==> config.mk <==
export PLATFORM = sky130hd
export DESIGN_NAME = cv32e40p_fetch_aligner
export DESIGN_NICKNAME = d
export VERILOG_FILES = /design/src/rtl/cv32e40p_fetch_aligner.sv
export SDC_FILE = /design/constraint.sdc
export NUM_CORES = 1
export LEC_CHECK = 0
export CAP_MARGIN = 20
export CORE_MARGIN = 4
export CORE_UTILIZATION = 46
export DETAILED_ROUTE_END_ITERATION = 6
export GPL_TIMING_DRIVEN = 0
export HOLD_SLACK_MARGIN = 0.1
export PLACE_DENSITY = 0.87
export SYNTH_ARGS = -nofsm -noshare
export SYNTH_HDL_FRONTEND = slang
export SYNTH_SLANG_ARGS = --single-unit
==> constraint.sdc <==
create_clock -name clk -period 8.1 [get_ports clk]
set_input_delay 1.62 -clock clk [delete_from_list [all_inputs] [get_ports clk]]
set_output_delay 1.62 -clock clk [all_outputs]
set_load 0.005 [all_outputs]
==> src/rtl/cv32e40p_fetch_aligner.sv <==
// cv32e40p_fetch_aligner: realigns word-aligned fetch data into one RV32IC instruction per handshake
// Ports: clk/rst (sync, active-high); fetch_valid_i/fetch_ready_o/fetch_rdata_i from prefetcher;
// if_valid_i/instr_valid_o/instr_aligned_o/instr_compressed_o/pc_o to IF/ID;
// branch_i/branch_addr_i and hwlp_jump_i/hwlp_addr_i redirect the stream.
module cv32e40p_fetch_aligner #(
  parameter logic [31:0] RESET_PC = 32'h0000_0000
) (
  input  logic        clk,
  input  logic        rst,
  input  logic        fetch_valid_i,
  output logic        fetch_ready_o,
  input  logic [31:0] fetch_rdata_i,
  input  logic        if_valid_i,
  output logic        instr_valid_o,
  output logic [31:0] instr_aligned_o,
  output logic        instr_compressed_o,
  output logic [31:0] pc_o,
  input  logic        branch_i,
  input  logic [31:0] branch_addr_i,
  input  logic        hwlp_jump_i,
  input  logic [31:0] hwlp_addr_i
);
  localparam logic [1:0] ALIGNED32         = 2'd0;
  localparam logic [1:0] MISALIGNED32      = 2'd1;
  localparam logic [1:0] MISALIGNED16      = 2'd2;
  localparam logic [1:0] BRANCH_MISALIGNED = 2'd3;
  logic [1:0]  state, state_n;
  logic [31:0] pc_q, pc_n, target;
  logic [15:0] h_q;
  logic        redirect, accept, lo32, hi32;
  assign lo32 = fetch_rdata_i[1:0] == 2'b11;
  assign hi32 = fetch_rdata_i[17:16] == 2'b11;
  assign pc_o = pc_q;
  always_ff @(posedge clk) begin
    if (rst) begin
      state <= ALIGNED32;
      pc_q  <= RESET_PC;
      h_q   <= '0;
    end else begin
      state <= state_n;
      pc_q  <= pc_n;
      if (fetch_ready_o) h_q <= fetch_rdata_i[31:16];
    end
  end
  // A consumed word whose upper half begins a 32b instr leaves that half in h_q (MISALIGNED32);
  // a compressed upper half is issued from h_q without needing a new word (MISALIGNED16).
  always_comb begin
    target  = (branch_i ? branch_addr_i : hwlp_addr_i) & 32'hFFFF_FFFE;
    state_n = redirect ? (target[1] ? BRANCH_MISALIGNED : ALIGNED32) :
              (accept && (state == MISALIGNED16 || state == BRANCH_MISALIGNED)) ? ALIGNED32 :
              (fetch_ready_o && !(state == ALIGNED32 && lo32)) ? (hi32 ? MISALIGNED32 : MISALIGNED16) :
              state;
    pc_n    = redirect ? target : accept ? pc_q + (instr_compressed_o ? 32'd2 : 32'd4) : pc_q;
  end
  // BRANCH_MISALIGNED with a 32b instr in the upper half only buffers that half (discard cycle).
  always_comb begin
    redirect           = branch_i | hwlp_jump_i;
    instr_aligned_o    = state == MISALIGNED32      ? {fetch_rdata_i[15:0], h_q} :
                         state == MISALIGNED16      ? {16'h0, h_q} :
                         state == BRANCH_MISALIGNED ? {16'h0, fetch_rdata_i[31:16]} :
                         lo32                       ? fetch_rdata_i : {16'h0, fetch_rdata_i[15:0]};
    instr_compressed_o = instr_aligned_o[1:0] != 2'b11;
    instr_valid_o      = !rst && !redirect &&
                         (state == MISALIGNED16 || (fetch_valid_i && (state != BRANCH_MISALIGNED || !hi32)));
    accept             = instr_valid_o && if_valid_i;
    fetch_ready_o      = !rst && !redirect &&
                         ((accept && state != MISALIGNED16) ||
                          (state == BRANCH_MISALIGNED && hi32 && fetch_valid_i));
  end
endmodule

# Yosys cells after proc, flatten, opt, wreduce, memory -nomap -nowiden
# Cells that the tools add are included.
word_totals:
  word_cells: 50
  reg_bits: 50
  inputBits: 102
classes:
  n_mux: 13
  eq_ne: 8
  n_reduce_logical: 23
  n_addsub: 1
  n_bitwise: 1
op_table:
  columns: ["cell", "count"]
  rows:
  - ["two-way mux 32 bit", 7]
  - ["adder 32 x 3 -> 32 bit", 1]
  - ["logical AND 1 bit", 11]
  - ["two-way mux 2 bit", 5]
  - ["equality test 2 bit, second input constant", 4]
  - ["!= test 2 bit, second input constant", 3]
  - ["logical NOT 1 bit", 4]
  - ["logical OR 1 bit", 4]
  - ["two-way mux 3 bit", 1]
  - ["nonzero test 3 bit", 1]
  - ["equality test 2 x 1 -> 1 bit, second input constant", 1]
  - ["logical NOT 2 bit", 1]
  - ["nonzero test 2 bit", 1]
  - ["OR reduction 2 bit", 1]
  - ["bitwise OR 1 bit", 1]

# Depth between registers and ports, before layout
logic_depth:
  word_depth: 14
  ltp_mapped: 13
  ltp_nobuf: 11

# Worst setup path before layout
# OpenSTA, ideal clock, no wires.
synth_path:
  path_type: "input-to-output"
  start: "input port fetch_rdata_i[1]"
  end: "output port instr_aligned_o[21]"
  arrival_time_ps: 2606
  cell_stages: 5
  t_required_ps: 6480
  n_path_buf: 2
  slack_ps: 3874
  cell_sequence: "nor2b_1 and3b_1 clkbuf_1 clkbuf_1 a22o_1"
synth_via:
  elab_chain_len: 5
synth_lines:
  columns: ["element", "line_no", "rtl"]
  rows:
  - ["from (decl)", "12", "input logic [31:0] fetch_rdata_i,"]
  - ["equality test 2 bit", "31", "assign lo32 = fetch_rdata_i[1:0] == 2'b11;"]
  - ["two-way mux 32 bit", "61", "lo32 ? fetch_rdata_i : {16'h0, fetch_rdata_i[15:0]};"]
  - ["two-way mux 32 bit", "60", "state == BRANCH_MISALIGNED ? {16'h0, fetch_rdata_i[31:16]} :"]
  - ["two-way mux 32 bit", "59", "state == MISALIGNED16 ? {16'h0, h_q} :"]
  - ["two-way mux 32 bit", "58", "instr_aligned_o = state == MISALIGNED32 ? {fetch_rdata_i[15:0], h_q} :"]
  - ["to (decl)", "15", "output logic [31:0] instr_aligned_o,"]
# No other way between the ends.

# Final worst setup path
layout_path:
  start: "input port fetch_rdata_i[1]"
  end: "output port instr_aligned_o[22]"
# Same word-level chain as after synthesis.

==> run metrics <==
Root Driver=clkbuf_8; nets=between 700 and 800; Synth cell types=74; Critical Path Start Type=input pin; # setup viols final=0; Max Cap Violations=0; wire length per cell=approximately 20 um; share of cells above drive strength 1=0.0665; largest net degree at the start of global routing=15; post-route ant nets=0; Clock H-tree levels=2; CP Class=in2out; CTS tree=built; Layout area overhead=50.8%; Cells after Synth=approximately 480; Sink Count=49; total gr overflow=0; vias in the first global route=4543; cell area after synthesis=3690 um^2; TNS Setup=0 ns; area leader, netlist=dfxtp_1; initial antenna violation count=0; final period utilization=0.681; Hold Fails Final Rpt=0; slowest CP cell=clkdlybuf4s50_1; Clk Latency, worst-skew pair=0.31 ns; Crit path largest cell delay=0.51 ns; Data arrival, critical path=3.90 ns; Ys Warns=0; crit path capture type=output port; Post-Route WL=between 10000 and 15000 um; RSZ-0062 raised after global routing=no; Clock power frac=0.255; GRT Total Usage=0.285; Hold WC Path Type=reg2reg; # Post-CTS Setup Buffers=0; Clock transition at path regs=0.08 ns; critical path data required time=6.48 ns; Rows=32; Pleak=1.95 nW; Cell Pwr Density=131 nW/um^2; Crit path max-delay family=buffers and inverters; overall die height=slightly below 100 um; Clock Tree Buf Depth=2; Fill cells=approximately 600; Slew headroom=0.486; Vias/cell=6.25; worst-path fanout max=10; ant diodes=0; Seq/Total Area, Yosys=0.266; Hold-fix buffers, CTS=0; reg-to-reg slack, setup=4.55 ns; Initial Util=0.475; number of I/O port buffers=approximately 160; Top Usage Layer GRT=met2; crit path time final=5.52 ns; clock skew=about 0.014 ns; status=completed; number of DRC violations after detailed-routing iteration 0=473; DP HPWL=11400 um; Reg power frac=0.375; sw frac=0.309; Bufs and invs on worst path=4; Power Internal=0.505 mW; drt pass-1 iters=5; met3 Resource Use GR=0.0854; Max IR drop VDD=approximately 0.097 mV; CP Cell Sequence=clkdlybuf4s50_1 > nor2b_1 > and3b_1 > clkbuf_1 > clkbuf_1 > a22o_1 > clkdlybuf4s50_1; number of remaining DRC errors=0; Max Fclk=0.181 GHz; Comb power frac=0.370; Net Count, Synth=581; fraction of registers with async set/reset=0; Vias=4682; I/O pin cnt=between 150 and 200; largest cells by area after synthesis=dfxtp_1 27%, nand2_1 5.5%, a21oi_1 5.2%; EDFF count, synth=0; ys flop type=dfxtp_1; sw power=0.226 mW; Yosys reg bits=49; syn_area_per_cell=7.76 um^2; post-synth top area share=0.266; core area=about 8000 um^2; grt met1 use=0.321; first-pass GRT wire length=22300 um; die width=97.6 um; cts bufs inserted=5; Finished Core Util=0.717; Die ar.=9520 um^2; slew at the pin with the worst max-slew slack=0.766 ns; global placer's final weighted congestion=0.967; final max-slew violation count=0; CTS resizes=0; met2 Usage GRT=0.509
==> power groups by stage <==
| stage | Sequential [mW] | Clock [mW] | Combinational, mW |
|---|---|---|---|
| detailed placement | 0.279 | 0 | 0.267 |
| finish | 0.274 | 0.186 | 0.271 |
| CTS | 0.273 | 0.185 | 0.268 |
| global route | 0.276 | 0.197 | 0.288 |
| floorplan | 0.276 | 0 | 0.118 |
| global placement | 0.278 | 0 | 0.261 |
==> routing by layer <==
| metal | wire length (um) | part of all wire |
|---|---|---|
| met5 | 0 | 0 |
| met4 | 333 | 0.023 |
| met3 | 1760 | 0.12 |
| met1 | 5470 | 0.37 |
| met2 | 7140 | 0.49 |
==> logic make-up (layout without fill, tap and decap cells) <==
family / after synthesis / count (layout) / synth area share
buffers and inverters: 45 / 216 / 0.0539
other: 1 / 1 / 0.00102
and+or+nand+nor: 169 / 169 / 0.252
DFF: 49 / 49 / 0.266
xor gates and xnor gates: 7 / 7 / 0.0166
adders and majority gates: 3 / 3 / 0.0122
muxes: 22 / 22 / 0.0607
AOI/OAI and AO/OA: 180 / 180 / 0.338
==> cells in the mapped netlist, types with 13 or more instances <==
cell type	number
nor3_1	14
a22o_1	19
nor2b_1	22
a211oi_1	24
nor2_1	22
mux2i_1	19
a21oi_1	38
clkbuf_1	20
o21ai_0	25
o22ai_1	14
a22oi_1	13
nand2_1	54
dfxtp_1	49
==> cell usage in the layout (no fill, tap or decap), drive strengths merged, types with 14 or more instances in the layout <==
cell,instances
a211oi,25
a21oi,38
a22o,19
buf,20
clkbuf,27
clkdlybuf4s50,163
dfxtp,49
mux2i,19
nand2,54
nor2,23
nor2b,23
nor3,17
o21ai,26
o22ai,14
==> per-stage QoR <==
stage	setup WS (ns)	power, mW	hold slack [ns]	area (um^2)	std cells
2_1_floorplan	3.87	0.393	0.449	3690	476
3_3_place_gp	2.65	0.539	0.460	5450	741
3_5_place_dp	2.59	0.545	0.473	5450	741
4_1_cts	2.58	0.726	0.485	5570	749
5_1_grt	2.47	0.761	0.508	5570	749
6_report	2.58	0.731	0.480	5570	749
==> final timing paths <==
| path | from | depth (start not counted) | endpoint |
|---|---|---|---|
| max | fetch_rdata_i[1] | 7 | instr_aligned_o[22] |
| min | h_q[13] | 2 | h_q[13] |
| min reg2reg | h_q[13] | 2 | h_q[13] |
| max reg2reg | state[1] | 12 | pc_o[31] |
==> sequential cells by signal, summed over array words and instances, names as in the netlist <==
| register | flops |
|---|---|
| pc_o | 31 |
| state | 2 |
| h_q | 16 |
==> worst register-to-register path: stages (launching register included) <==
cell,delay (ns)
dfxtp_1,0.32
buf_2,0.19
buf_1,0.42
mux2i_1,0.14
a21oi_1,0.26
nand2_1,0.16
ha_1,0.26
fa_1,0.46
and4_1,0.28
nand3_1,0.32
nor3_1,0.12
mux2_2,0.28
nor4_1,0.24
==> area by class of cell <==
cell class / count / area (um^2) / share of cell area
Tap cell: 102 / 128 / 0.0229
Sequential cell: 49 / 981 / 0.176
Timing Repair Buffer: 163 / 1630 / 0.293
Multi-Input combinational cell: 382 / 2510 / 0.451
Clock inverter: 1 / 30.0 / 0.00539
Inverter: 5 / 18.8 / 0.00337
Clock buffer: 7 / 86.3 / 0.0155
Buffer: 40 / 180 / 0.0324
(Power assumes the default switching activity.)
